File: config.mk
export PLATFORM = sky130hd
export DESIGN_NAME = kernel_axi_rd_arbiter
export DESIGN_NICKNAME = d
export VERILOG_FILES = /design/src/rtl/kernel_axi_rd_arbiter.sv
export SDC_FILE = /design/constraint.sdc
export NUM_CORES = 1
export LEC_CHECK = 0
export BUFFER_PORTS_ARGS = -buffer_cell sky130_fd_sc_hd__buf_2
export CORE_AREA = 2 2 716 718
export CTS_CLUSTER_DIAMETER = 60
export DETAILED_ROUTE_END_ITERATION = 6
export DIE_AREA = 0 0 718 720
export HOLD_SLACK_MARGIN = 0.06
export PLACE_DENSITY = 0.3
export SYNTH_ARGS = -nofsm -noshare
export SYNTH_HDL_FRONTEND = slang
export SYNTH_SLANG_ARGS = --single-unit
File: constraint.sdc
create_clock -name clk -period 8.5 [get_ports clk]
set_input_delay 1.275 -clock clk [delete_from_list [all_inputs] [get_ports clk]]
set_output_delay 1.275 -clock clk [all_outputs]
set_load 0.005 [all_outputs]
File: src/rtl/kernel_axi_rd_arbiter.sv
// kernel_axi_rd_arbiter: round-robin arbiter sharing one host-memory AXI read
// port between KERNEL_NUM kernels. Requests pass through a single registered AR
// slot. Read data is steered back by the kernel index held in the upper
// ARID bits. Each kernel has an outstanding-burst limit, and a sticky flag
// records unroutable read beats.
// Optional build macro ARB_PERF_CNT_EN adds per-kernel burst/beat counters.
//
// Handshake semantics (all channels): a transfer happens on a rising clk edge
// where valid && ready. valid never waits on ready. Once the master AR valid
// is raised, its payload holds stable until the transfer completes.
module kernel_axi_rd_arbiter #(
    parameter int KERNEL_NUM                    = 8,
    parameter int KID_WIDTH                     = 3,
    parameter int C_M_AXI_HOST_MEM_ID_WIDTH     = 5,
    parameter int LID_WIDTH                     = 2,
    parameter int C_M_AXI_HOST_MEM_ADDR_WIDTH   = 64,
    parameter int C_M_AXI_HOST_MEM_DATA_WIDTH   = 512,
    parameter int MAX_OUTSTANDING               = 16,
    parameter int C_M_AXI_HOST_MEM_ARUSER_WIDTH = 1
) (
    input  logic                                              clk,
    input  logic                                              rst_n,
    input  logic [KERNEL_NUM-1:0]                             k_arvalid,
    output logic [KERNEL_NUM-1:0]                             k_arready,
    input  logic [KERNEL_NUM*C_M_AXI_HOST_MEM_ADDR_WIDTH-1:0] k_araddr,
    input  logic [KERNEL_NUM*8-1:0]                           k_arlen,
    input  logic [KERNEL_NUM*LID_WIDTH-1:0]                   k_arid,
    output logic [KERNEL_NUM-1:0]                             k_rvalid,
    input  logic [KERNEL_NUM-1:0]                             k_rready,
    output logic [C_M_AXI_HOST_MEM_DATA_WIDTH-1:0]            k_rdata,
    output logic [LID_WIDTH-1:0]                              k_rid,
    output logic [1:0]                                        k_rresp,
    output logic                                              k_rlast,
    output logic [C_M_AXI_HOST_MEM_ID_WIDTH-1:0]              m_axi_snap_arid,
    output logic [C_M_AXI_HOST_MEM_ADDR_WIDTH-1:0]            m_axi_snap_araddr,
    output logic [7:0]                                        m_axi_snap_arlen,
    output logic [2:0]                                        m_axi_snap_arsize,
    output logic [1:0]                                        m_axi_snap_arburst,
    output logic [3:0]                                        m_axi_snap_arcache,
    output logic [2:0]                                        m_axi_snap_arprot,
    output logic [3:0]                                        m_axi_snap_arqos,
    output logic [3:0]                                        m_axi_snap_arregion,
    output logic [C_M_AXI_HOST_MEM_ARUSER_WIDTH-1:0]          m_axi_snap_aruser,
    output logic                                              m_axi_snap_arvalid,
    input  logic                                              m_axi_snap_arready,
    input  logic [C_M_AXI_HOST_MEM_ID_WIDTH-1:0]              m_axi_snap_rid,
    input  logic [C_M_AXI_HOST_MEM_DATA_WIDTH-1:0]            m_axi_snap_rdata,
    input  logic [1:0]                                        m_axi_snap_rresp,
    input  logic                                              m_axi_snap_rlast,
    input  logic                                              m_axi_snap_rvalid,
    output logic                                              m_axi_snap_rready,
    output logic                                              o_idle,
    output logic                                              o_err_rid,
    input  logic [KID_WIDTH-1:0]                              i_perf_sel,
    input  logic                                              i_perf_clr,
    output logic [31:0]                                       o_perf_bursts,
    output logic [31:0]                                       o_perf_beats
);

    localparam int IDW    = C_M_AXI_HOST_MEM_ID_WIDTH;
    localparam int AW     = C_M_AXI_HOST_MEM_ADDR_WIDTH;
    localparam int DW     = C_M_AXI_HOST_MEM_DATA_WIDTH;
    // Internal per-kernel vectors are padded to the full index space so that
    // any KID_WIDTH-bit index selects a real bit (unused slots read as 0).
    localparam int KSLOTS = 1 << KID_WIDTH;
    localparam int CNT_W  = $clog2(MAX_OUTSTANDING + 1);
    localparam int SIZE   = $clog2(DW / 8);

    // AR output slot and arbitration state
    logic                 ar_valid;
    logic [IDW-1:0]       ar_id;
    logic [AW-1:0]        ar_addr;
    logic [7:0]           ar_len;
    logic [KID_WIDTH-1:0] ptr;
    logic [CNT_W-1:0]     cnt [KERNEL_NUM];

    logic [KSLOTS-1:0]    elig_pad;
    logic [KSLOTS-1:0]    grant_pad;
    logic [KSLOTS-1:0]    rready_pad;
    logic [KID_WIDTH:0]   idx;
    logic [KID_WIDTH-1:0] grant_idx;
    logic                 grant_found;
    logic                 grant_vld;
    logic                 slot_free;
    logic [AW-1:0]        sel_addr;
    logic [7:0]           sel_len;
    logic [LID_WIDTH-1:0] sel_lid;
    logic [KID_WIDTH-1:0] kidx;
    logic                 kidx_bad;
    logic [KERNEL_NUM-1:0] r_hs;
    logic                 zero_hit;
    logic                 cnt_all_zero;

    // Eligibility: request pending and below the in-flight burst limit
    always_comb begin
        elig_pad = '0;
        for (int k = 0; k < KERNEL_NUM; k++) begin
            elig_pad[k] = k_arvalid[k] && (cnt[k] < CNT_W'(MAX_OUTSTANDING));
        end
    end

    // Round-robin search starting just after the last granted kernel
    always_comb begin
        grant_found = 1'b0;
        grant_idx   = ptr;
        idx         = '0;
        for (int i = 1; i <= KERNEL_NUM; i++) begin
            idx = {1'b0, ptr} + (KID_WIDTH+1)'(i);
            if (idx >= (KID_WIDTH+1)'(KERNEL_NUM)) begin
                idx = idx - (KID_WIDTH+1)'(KERNEL_NUM);
            end
            if (!grant_found && elig_pad[idx[KID_WIDTH-1:0]]) begin
                grant_found = 1'b1;
                grant_idx   = idx[KID_WIDTH-1:0];
            end
        end
    end

    assign slot_free = !ar_valid || m_axi_snap_arready;
    // Grants are suppressed while reset is asserted so k_arready reads 0.
    assign grant_vld = rst_n && slot_free && grant_found;

    // One-hot grant pulse back to the winning kernel
    always_comb begin
        grant_pad            = '0;
        grant_pad[grant_idx] = grant_vld;
    end
    assign k_arready = grant_pad[KERNEL_NUM-1:0];

    // Select the winning kernel's request fields
    always_comb begin
        sel_addr = '0;
        sel_len  = '0;
        sel_lid  = '0;
        for (int k = 0; k < KERNEL_NUM; k++) begin
            if (grant_idx == KID_WIDTH'(k)) begin
                sel_addr = k_araddr[k*AW +: AW];
                sel_len  = k_arlen[k*8 +: 8];
                sel_lid  = k_arid[k*LID_WIDTH +: LID_WIDTH];
            end
        end
    end

    // AR slot: load on grant, empty when the master accepts without a refill
    always_ff @(posedge clk) begin
        if (!rst_n) begin
            ar_valid <= 1'b0;
            ar_id    <= '0;
            ar_addr  <= '0;
            ar_len   <= '0;
            ptr      <= KID_WIDTH'(KERNEL_NUM - 1);
        end else if (grant_vld) begin
            ar_valid <= 1'b1;
            ar_id    <= {grant_idx, sel_lid};
            ar_addr  <= sel_addr;
            ar_len   <= sel_len;
            ptr      <= grant_idx;
        end else if (m_axi_snap_arready) begin
            ar_valid <= 1'b0;
        end
    end

    assign m_axi_snap_arvalid  = ar_valid;
    assign m_axi_snap_arid     = ar_id;
    assign m_axi_snap_araddr   = ar_addr;
    assign m_axi_snap_arlen    = ar_len;
    assign m_axi_snap_arsize   = 3'(SIZE);
    assign m_axi_snap_arburst  = 2'b01;
    assign m_axi_snap_arcache  = 4'b0011;
    assign m_axi_snap_arprot   = '0;
    assign m_axi_snap_arqos    = '0;
    assign m_axi_snap_arregion = '0;
    assign m_axi_snap_aruser   = '0;

    // R path: steer each beat to the kernel named by the upper ID bits
    assign kidx     = m_axi_snap_rid[IDW-1 -: KID_WIDTH];
    assign kidx_bad = ({1'b0, kidx} >= (KID_WIDTH+1)'(KERNEL_NUM));

    always_comb begin
        rready_pad                   = '0;
        rready_pad[KERNEL_NUM-1:0]   = k_rready;
        m_axi_snap_rready            = kidx_bad || rready_pad[kidx];
        for (int k = 0; k < KERNEL_NUM; k++) begin
            k_rvalid[k] = m_axi_snap_rvalid && (kidx == KID_WIDTH'(k));
            r_hs[k]     = k_rvalid[k] && k_rready[k];
        end
    end

    assign k_rid   = m_axi_snap_rid[LID_WIDTH-1:0];
    assign k_rdata = m_axi_snap_rdata;
    assign k_rresp = m_axi_snap_rresp;
    assign k_rlast = m_axi_snap_rlast;

    // Detect beats routed to a kernel with nothing outstanding; summarise idle
    always_comb begin
        zero_hit     = 1'b0;
        cnt_all_zero = 1'b1;
        for (int k = 0; k < KERNEL_NUM; k++) begin
            if (r_hs[k] && (cnt[k] == '0)) zero_hit = 1'b1;
            if (cnt[k] != '0) cnt_all_zero = 1'b0;
        end
    end

    // Outstanding-burst counters, sticky routing error and registered idle
    always_ff @(posedge clk) begin
        if (!rst_n) begin
            for (int k = 0; k < KERNEL_NUM; k++) cnt[k] <= '0;
            o_err_rid <= 1'b0;
            o_idle    <= 1'b0;
        end else begin
            for (int k = 0; k < KERNEL_NUM; k++) begin
                case ({k_arready[k], r_hs[k] && m_axi_snap_rlast})
                    2'b10:   cnt[k] <= cnt[k] + CNT_W'(1);
                    2'b01:   if (cnt[k] != '0) cnt[k] <= cnt[k] - CNT_W'(1);
                    default: cnt[k] <= cnt[k];
                endcase
            end
            if (zero_hit || (m_axi_snap_rvalid && kidx_bad)) o_err_rid <= 1'b1;
            o_idle <= !ar_valid && cnt_all_zero && !(|k_arvalid);
        end
    end

`ifdef ARB_PERF_CNT_EN
    logic [31:0]       perf_bursts [KSLOTS];
    logic [31:0]       perf_beats  [KSLOTS];
    logic [KSLOTS-1:0] beat_pad;

    always_comb begin
        beat_pad                 = '0;
        beat_pad[KERNEL_NUM-1:0] = r_hs;
    end

    // Saturating per-kernel counters; clear wins over increment
    always_ff @(posedge clk) begin
        if (!rst_n || i_perf_clr) begin
            for (int k = 0; k < KSLOTS; k++) begin
                perf_bursts[k] <= '0;
                perf_beats[k]  <= '0;
            end
        end else begin
            for (int k = 0; k < KSLOTS; k++) begin
                if (grant_pad[k] && (perf_bursts[k] != 32'hFFFF_FFFF))
                    perf_bursts[k] <= perf_bursts[k] + 32'd1;
                if (beat_pad[k] && (perf_beats[k] != 32'hFFFF_FFFF))
                    perf_beats[k] <= perf_beats[k] + 32'd1;
            end
        end
    end

    // Registered view of the selected kernel's counters
    always_ff @(posedge clk) begin
        if (!rst_n) begin
            o_perf_bursts <= '0;
            o_perf_beats  <= '0;
        end else begin
            o_perf_bursts <= perf_bursts[i_perf_sel];
            o_perf_beats  <= perf_beats[i_perf_sel];
        end
    end
`else
    logic unused_perf;
    assign unused_perf   = ^{i_perf_sel, i_perf_clr};
    assign o_perf_bursts = '0;
    assign o_perf_beats  = '0;
`endif

endmodule

==> impl_metrics.ini, run 1 <==
[sta]
period_needed_ns = 6.42
rsz0062_at_grt = false
tightest_slew_ns = 1.55
period_share = 0.755
setup_viol = 0
fmax_mhz = 156
slew_violations = 2
hold_viol_final = 0
slew-limit-headroom = -0.0349
fin_skew_ns = 0.0602
setup_tns_ns = 0

[global_routing]
overflow = 0
antenna_found_initial = 144
grt_pass1_vias = 17624
grt_util_all_layers = 0.108
grt_pass1_wl_mm = 334
grt_max_degree = 88

[drt]
ant_nets = 0
drtIter0Drc = 1183
vias_per_cell = 2.00
drcViolationCount = 0
firstDrtPassIters = 5
wl_mm = 292
avgRoutedWirePerCell_um = 31.5
vias = 18495

[pwr]
combPwrFrac = 0.871
pwr-share-seq = 0.065
p_per_area_nw_per_um2 = 638
p_sw_mw = 10.9
p_clk_frac = 0.064
internal_power_mw = 5.32
p_leak_nw = 8.87
max-vdd-ir-drop_mv = 0.551
switching_share = 0.671

[cells_and_area]
final_common_cell = buf_2
final_cells = 9259
final_nets = 3676
area_delta_synth_final_pct = 49.1
layout-drive-gt1-share = 0.337
final_cell_mix = buf_2 (713), nand2_1 (496), o21ai_0 (99), mux2i_1 (90), a21oi_1 (88)

[logic_synthesis]
ys_ff_latch = 123
ys_seq_area_frac = 0.168
synthDistinctLibCells = 72
syn_area_um2 = 17000
synthArstFlopShare = 0
synth_top_area_cell = buf_4
synth_fa_ha_area_frac = 0.0384
synth_edf_count = 40
synth_top_cell_area_share = 0.270
synth_top_family_by_area = buffers and inverters
syn_inst = 2374
yosys.area_share.simple = 0.189
synth-compound-area-share = 0.187
syn_area_per_cell_um2 = 7.16
synth-main-ff-cell = dfxtp_1
netlist_top_cells_area = buf_4 (27%), nand2_1 (11%), dfxtp_1 (9.8%)
synth-xor-area-share = 0.0175
yosysWarnings = 0
muxShareOfSynthArea = 0.0855

[clocking]
post_cts_buffers = 0
cts_root_buffer = clkbuf_16
hold_buffers = 0
clock_path_buffers = 3
tritoncts = yes
htreeDepth = 4
clk_pin_slew_ns = 0.07
ctsResizeCount = 0
cts_buffers = 21
clk_latency_ns = 0.63
cts_sinks = 123

[placed_design]
dp.cells = 9201
gp_congestion = 0.759
port_buffers = 713
dp_hpwl_mm = 263

[worst_setup_path]
reg2regPathDepth = 14
critPathCaptureType = output port
r2r_end = m_axi_snap_araddr[20]
cp-start-kind = register
worstPathRequired_ns = 7.22
cp.arrival_ns = 5.15
critPathMaxFanout = 44
rrSetupSlack_ns = 2.34
r2r_start = ptr[1]
crit_type = reg -> out
critPathLaunch = ptr[1]
crit_end = k_arready[5]

[die]
dieArea_um2 = 517000
rows = 262
die_y_um = 720
start_util = 0.0334
core_region_area_um2 = 508000
dieWidth_um = 718
io_pins = 1835

[outcome]
status = finished, violations left
violations = max-capacitance violations, max-slew violations

[run]
maxCapViolCount = 1

[worst_hold_path]
hold_path.class = reg -> reg
hold_depth = 2
stage by stage:
| stage | area [um2] | utilization | hold slack (ns) | total power [mW] | setup WS (ns) |
|---|---|---|---|---|---|
| after floorplan | 17300 | - | 0.446 | 8.88 | 2.97 |
| after CTS | 25300 | 0.0497 | 0.453 | 17.1 | 1.94 |
| final | 25300 | 0.0498 | 0.447 | 16.2 | 2.08 |
| after detailed placement | 24600 | 0.0485 | 0.439 | 16.0 | 1.85 |
| after global routing | 25300 | 0.0497 | 0.474 | 17.8 | 1.65 |
| after global placement | 24600 | 0.0485 | 0.436 | 16.0 | 1.83 |
synthesized netlist by cell type, drive strengths merged, types with 7 or more instances:
master,n
a21o,20
a21oi,90
a2bb2oi,64
a31oi,73
buf,666
clkbuf,78
dfxtp,83
edfxtp,40
fa,7
ha,41
inv,42
mux2,13
mux2i,90
mux4,18
nand2,498
nand2b,12
nand3,88
nor2,74
nor2b,23
nor3,20
nor4,8
o21ai,155
o22ai,66
xnor2,10
xor2,21
worst min path at each step:
stage | slack [ns] | to | from
2_1_floorplan | 0.45 | m_axi_snap_araddr[0] | m_axi_snap_araddr[0]
3_3_place_gp | 0.44 | m_axi_snap_araddr[13] | m_axi_snap_araddr[13]
3_5_place_dp | 0.44 | m_axi_snap_araddr[53] | m_axi_snap_araddr[53]
4_1_cts | 0.45 | m_axi_snap_araddr[47] | m_axi_snap_araddr[47]
5_1_grt | 0.47 | m_axi_snap_araddr[60] | m_axi_snap_araddr[60]
6_report | 0.45 | m_axi_snap_araddr[47] | m_axi_snap_araddr[47]
worst max-delay path, cell delays in order (launching register included):
cell and delay, ns:
dfxtp_1 0.71, inv_2 0.25, ha_1 0.64, inv_1 0.24, mux4_2 0.34, nand3b_2 0.18, nor4_2 0.56, a221oi_1 0.24
nor2_4 0.26, buf_4 0.55, nor2_1 0.18, nand2_1 0.14, inv_1 0.07, buf_2 0.14
area by class of cell:
class | instances | area, um2
clock inverter | 9 | 71.3
timing repair buffer | 756 | 3980
antenna | 26 | 65.1
tap | 6732 | 8420
multi-input combinational | 1548 | 9220
clock buffer | 23 | 553
sequential | 123 | 2860
inverter | 42 | 158
fill | 60559 | 483000
routing by layer:
| metal | track usage | share of wire | vias up |
|---|---|---|---|
| met5 | 0.0267 | 0.0083 | - |
| met4 | 0.0172 | 0.022 | 110 |
| met3 | 0.153 | 0.30 | 369 |
| met2 | 0.157 | 0.41 | 2098 |
| met1 | 0.0829 | 0.26 | 8188 |
| li1 | - | - | 7730 |
kinds of logic after synthesis:
logic type                 after synthesis
buffers and inverters                  786
other                                    2
adders and majority gates               48
AOI/OAI and AO/OA                      511
muxes                                  121
xor gates and xnor gates                31
and+or+nand+nor                        752
DFF                                    123
power groups by stage:
stage               combinational, mW  sequential (mW)  clock (mW)
finish                           14.1             1.05        1.04
detailed placement               14.9             1.07           0
global placement                 14.9             1.07           0
global route                     15.5             1.09        1.15
CTS                              14.9             1.06        1.16
floorplan                        7.86             1.03           0
state kept, by name (all words and copies together) (netlist names):
register	flops
m_axi_snap_arlen	8
m_axi_snap_araddr	64
m_axi_snap_arvalid	1
o_err_rid	1
ptr	3
o_idle	1
cnt	40
m_axi_snap_arid	5
Power figures use the tool's default switching activity.
==> run 2: changes to the inputs <==
--- a/config.mk
+++ b/config.mk
@@ -5,11 +5,12 @@
 export SDC_FILE = /design/constraint.sdc
 export NUM_CORES = 1
 export LEC_CHECK = 0
+export ABC_AREA = 1
 export BUFFER_PORTS_ARGS = -buffer_cell sky130_fd_sc_hd__buf_2
-export CORE_AREA = 2 2 716 718
+export CORE_AREA = 2 2 720 722
 export CTS_CLUSTER_DIAMETER = 60
 export DETAILED_ROUTE_END_ITERATION = 6
-export DIE_AREA = 0 0 718 720
+export DIE_AREA = 0 0 722 724
 export HOLD_SLACK_MARGIN = 0.06
 export PLACE_DENSITY = 0.3
 export SYNTH_ARGS = -nofsm -noshare
==> constraint.sdc (replaced) <==
create_clock -name clk -period 5.25 [get_ports clk]
set_input_delay 0.7875 -clock clk [delete_from_list [all_inputs] [get_ports clk]]
set_output_delay 0.7875 -clock clk [all_outputs]
set_load 0.005 [all_outputs]
==> run 2 against run 1 <==
Effect of this change:
- cell count rose by 4.5%
- register-to-register slack got worse by 1.8 ns
- setup slack got worse by 1.5 ns
- sequential share of layout area fell by 0.40 points
- global-route usage rose by 1.3 points
- wire length rose by 14%
- core utilization rose by 0.12 points
- the flow now finishes without violations
- largest cell class is now tap cells
- critical path depth rose by 11
- cell area rose by 3.7%
- clock skew rose by 0.020 ns
- critical path type is now reg -> reg
- synthesized area fell by 4.5%
- count of clock-buffer cells in the layout rose by 6
==> impl_metrics.ini, run 2 <==
[outcome]
status = complete, no violations

[cells_and_area]
area_delta_synth_final_pct = 62.0
final_cell_mix = buf_2 (713), nand2_1 (417), nor2_1 (362), nand3_1 (358), inv_1 (159)
largest_register_ffs = 64
final_nets = 4045
final_cells = 9676
final_common_cell = buf_2
layout-drive-gt1-share = 0.338
fill_cells = 61537

[worst_setup_path]
rrSetupSlack_ns = 0.59
crit_type = reg -> reg
path_common_cell = nand2_1
cp_slowest_stage_delay_ns = 0.48
cp.arrival_ns = 4.98
critPathMaxFanout = 8
cp-start-kind = register
worstPathRequired_ns = 5.57
cp_slowest_cell = fa_1
crit_chain = inv_2 > ha_1 > inv_1 > nand3_1 > nand3_1 > nand2_1 > nor2_4 > nand4_1 > nor2_1 > nor2_1 > nand2_1 > nand2_2 > nand2_2 > nor3_4 > nand2_1 > ha_1 > nand2_1 > nor2_1 > inv_1 > fa_1 > o31ai_1 > xor2_1 > o21ai_0 > a21oi_1
critPathCaptureType = register

[drt]
avgRoutedWirePerCell_um = 34.3
vias_per_cell = 2.02
vias = 19577
wl_mm = 332
drtIter0Drc = 1630
ant_nets = 0
firstDrtPassIters = 6
drcViolationCount = 0

[global_routing]
overflow = 0
grt_max_degree = 75
grt_util_all_layers = 0.122
grt_pass1_vias = 17891
grt_pass1_wl_mm = 372
antenna_found_initial = 143

[logic_synthesis]
netlist_top_cells_area = buf_4 (28%), nand3_1 (11%), dfxtp_1 (10%)
syn_area_um2 = 16200
ys_ff_latch = 123
synth_top_area_cell = buf_4
synth_edf_count = 40
ys_seq_area_frac = 0.176
synthTopCellsByCount = buf_4 (607), nand2_1 (417), nor2_1 (369)
synth-main-ff-cell = dfxtp_1
syn_inst = 2589
synth_most_common_cell = buf_4
synth_top_cell_area_share = 0.281
synthDistinctLibCells = 45
synthArstFlopShare = 0
yosysWarnings = 0
syn_area_per_cell_um2 = 6.27

[placed_design]
port_buffers = 713
dp.cells = 9621
dp_hpwl_mm = 304
gp_congestion = 0.828

[sta]
tightest_slew_ns = 0.928
fmax_mhz = 214
rsz0062_at_grt = false
period_share = 0.888
slew_violations = 0
setup_viol = 0
slew-limit-headroom = 0.381
period_needed_ns = 4.66
fin_skew_ns = 0.0800
setup_tns_ns = 0
hold_viol_final = 0

[clocking]
ctsResizeCount = 0
clock_path_buffers = 3
cts_buffers = 21
htreeDepth = 4
cts_sinks = 123
hold_buffers = 0
post_cts_buffers = 0
cts_root_buffer = clkbuf_16
clk_latency_ns = 0.63
tritoncts = yes
clk_pin_slew_ns = 0.08

[worst_hold_path]
hold_path.class = reg -> reg

[die]
io_pins = 1835
rows = 264
dieArea_um2 = 523000
die_y_um = 724
core_region_area_um2 = 515000
start_util = 0.0315
dieWidth_um = 722

[run]
maxCapViolCount = 0
## run 2: cell types whose count changed in the layout (fill, tap and decap cells not counted), sizes merged, moves of 34 or more
cell / change
nor2: +301
nand3: +272
buf: +138
inv: +133
mux2i: -90
nand4: +79
nand2: -72
a31oi: -71
o22ai: -66
a2bb2oi: -64
o21ai: -55
a21oi: +34
## run 2: worst paths after layout
path,startpoint,endpoint,depth (start not counted)
worst max register to register,ptr[0],cnt[1][14],24
worst min register to register,m_axi_snap_araddr[47],m_axi_snap_araddr[47],2
worst min-delay path,m_axi_snap_araddr[47],m_axi_snap_araddr[47],2
worst max-delay path,ptr[0],cnt[1][14],24
## run 2: stage by stage
| stage | hold WS (ns) | setup WS (ns) | instance area, um2 | utilization |
|---|---|---|---|---|
| floorplan | 0.458 | 0.828 | 16500 | - |
| global placement | 0.452 | 0.441 | 25600 | 0.0496 |
| detailed placement | 0.453 | 0.478 | 25600 | 0.0496 |
| CTS | 0.429 | 0.493 | 26200 | 0.0509 |
| global route | 0.480 | 0.237 | 26200 | 0.0509 |
| finish | 0.464 | 0.587 | 26300 | 0.0510 |
## run 2: kinds of logic (layout without fill, tap and decap cells)
| group | after synthesis | in the layout | synth area share |
|---|---|---|---|
| AO/OA/AOI/OAI | 235 | 235 | 0.0745 |
| XOR/XNOR | 21 | 21 | 0.0127 |
| adder cells (fa/ha/maj) | 48 | 48 | 0.0403 |
| buffers and inverters | 903 | 1102 | 0.357 |
| flip-flops | 123 | 123 | 0.176 |
| other | 2 | 107 | 0.000463 |
| AND/OR/NAND/NOR | 1257 | 1257 | 0.339 |
## run 2: worst max-delay path, delay by kind of cell (launching register included)
family | cells | cell delay (ns)
xor+xnor | 1 | 0.13
compound gates | 3 | 0.58
fa+ha+maj | 3 | 1.04
simple gates | 14 | 1.94
buf+inv | 3 | 0.39
flops | 1 | 0.35
## run 2: layer usage
metal / global-route usage / share of wire / up-vias
met2: 0.170 / 0.39 / 2184
met5: 0.0210 / 0.0055 / -
met1: 0.103 / 0.29 / 8687
met3: 0.163 / 0.29 / 391
li1: - / - / 8255
met4: 0.0235 / 0.022 / 60
## run 2: final cells by class
class | instances | area [um2] | area share
Clock buffer | 29 | 638 | 0.0243
Tap cell | 6783 | 8490 | 0.323
Sequential cell | 123 | 2860 | 0.109
Multi-Input combinational cell | 1646 | 7960 | 0.303
Timing Repair Buffer | 894 | 5570 | 0.212
Clock inverter | 4 | 23.8 | 0.000905
Inverter | 175 | 684 | 0.0260
Antenna cell | 22 | 55.1 | 0.00210
Power of run 2 is left out: the tool's default activity adds up to more than one toggle a clock period on the data nets, which glitch-free logic cannot reach.
==> run 3: changes to the inputs <==
--- a/config.mk
+++ b/config.mk
@@ -7,10 +7,10 @@
 export LEC_CHECK = 0
 export ABC_AREA = 1
 export BUFFER_PORTS_ARGS = -buffer_cell sky130_fd_sc_hd__buf_2
-export CORE_AREA = 2 2 720 722
+export CORE_AREA = 2 2 717 719
 export CTS_CLUSTER_DIAMETER = 60
 export DETAILED_ROUTE_END_ITERATION = 6
-export DIE_AREA = 0 0 722 724
+export DIE_AREA = 0 0 719 721
 export HOLD_SLACK_MARGIN = 0.06
 export PLACE_DENSITY = 0.3
 export SYNTH_ARGS = -nofsm -noshare
==> run 3 against run 2 <==
Effect of this change:
- die area down 0.83%
- global-route usage up 0.21 points
- fmax down 3.0%
- wire length up 0.42%
- flip-flop and latch count unchanged
- worst hold slack better by 0.0041 ns
- highest routed layer unchanged
- largest cell class unchanged
- clock skew up 0.0021 ns
==> impl_metrics.ini, run 3 (synthesis gave the netlist of run 2 again) <==
[outcome]
status = complete, no violations

[cells_and_area]
post-route-cell-area_um2 = 26100
final_nets = 4054
final_common_cell = buf_2
area_delta_synth_final_pct = 60.6
layout-drive-gt1-share = 0.342
largest_register_ffs = 64
fin_util = 0.0510
final_cell_mix = buf_2 (713), nand2_1 (417), nor2_1 (361), nand3_1 (358), buf_4 (162)

[die]
dieWidth_um = 719
start_util = 0.0317
core_region_area_um2 = 511000
die_y_um = 721
dieArea_um2 = 518000
io_pins = 1835
rows = 263

[global_routing]
grt_util_met2 = 0.175
grt_util_all_layers = 0.124
grt_util_met3 = 0.149
grt_use_met1 = 0.112
grt_max_degree = 63
grt_pass1_wl_mm = 376
antenna_found_initial = 165
grt_pass1_vias = 18299
overflow = 0
busiest_layer = met2

[sta]
fmax_mhz = 208
setup_tns_ns = 0
hold_slack_ns = 0.468
fin_skew_ns = 0.0821
period_share = 0.916
tightest_slew_ns = 0.957
period_needed_ns = 4.81
hold_viol_final = 0
slew-limit-headroom = 0.358
slew_violations = 0
setup_viol = 0
rsz0062_at_grt = false

[clocking]
cts_root_buffer = clkbuf_16
clock_path_buffers = 3
clk_pin_slew_ns = 0.08
htreeDepth = 4
tritoncts = yes
cts_sinks = 123
clk_latency_ns = 0.65
cts_buffers = 21

[worst_setup_path]
critPathCaptureType = output port
cp-start-kind = register
critPathTopFamily = simple AND/OR/NAND/NOR gates
cp_slowest_cell = dfxtp_1
r2r_start = ptr[0]
cp.arrival_ns = 4.02
critPathMaxFanout = 10
worstPathRequired_ns = 4.46
crit_chain = inv_2 > ha_1 > inv_1 > nand3_1 > nand2_1 > nand2_1 > nand2_2 > nand3_1 > nor2_4 > nand3_1 > o21ai_1 > inv_1 > nand2_1 > nand2_8 > inv_2 > nand2_1 > buf_4 > nor2_1 > buf_2
crit_type = reg -> out
critical_path_buf_inv_count = 6
path_common_cell = nand2_1
critPathLaunch = ptr[0]
cp_slowest_stage_delay_ns = 0.39

[drt]
drcViolationCount = 0
ant_nets = 0
wl_mm = 334
firstDrtPassIters = 5
drtIter0Drc = 1492
vias_per_cell = 2.04
avgRoutedWirePerCell_um = 34.5
vias = 19745

[run]
maxCapViolCount = 0

[placed_design]
gp_congestion = 0.850
port_buffers = 713
dpl_cell_area_um2 = 25300
dp_hpwl_mm = 303

[worst_hold_path]
hold_path.class = reg -> reg
hp-start = m_axi_snap_araddr[61]
## run 3: per-stage QoR
step                      cells  worst slack [ns]
final                      9681             0.442
after global routing       9647            0.0185
after CTS                  9637             0.379
after detailed placement   9604             0.416
after global placement     9604             0.254
after floorplan            2672             0.828
## run 3: cell type report
cell class                 instances  area, um2
clock inverter                     8       51.3
antenna                           44        110
inverter                         175        684
multi-input combinational       1646       7980
timing repair buffer             903       5350
sequential                       123       2860
clock buffer                      25        572
tap                             6757       8450
fill                           61034     485000
## run 3: final timing paths
path,to,slack [ns],cells past startpoint
worst max-delay path,k_arready[5],0.44,19
worst min-delay path,m_axi_snap_araddr[61],0.47,2
worst max register to register,cnt[1][4],0.46,28
worst min register to register,m_axi_snap_araddr[61],0.47,2
## run 3: what timing repair did
item | 4_1_cts | 5_1_grt
endpoints found under the setup margin | 0 | 1
hold buffers | 0 | 0
resized for setup | 0 | 1
buffers inserted | 0 | 0
## run 3: layer usage
layer  vias to the layer above  part of all wire
met1                      8844              0.31
met5                         -            0.0054
met3                       411              0.26
met4                        54             0.026
li1                       8289                 -
met2                      2147              0.40
## run 3: tightest hold or removal path, delay by kind of cell (launching register included)
family          cells  cell delay (ns)
simple gates        1             0.06
flops               1             0.31
compound gates      1             0.05
Power of run 3 is left out for the same reason.
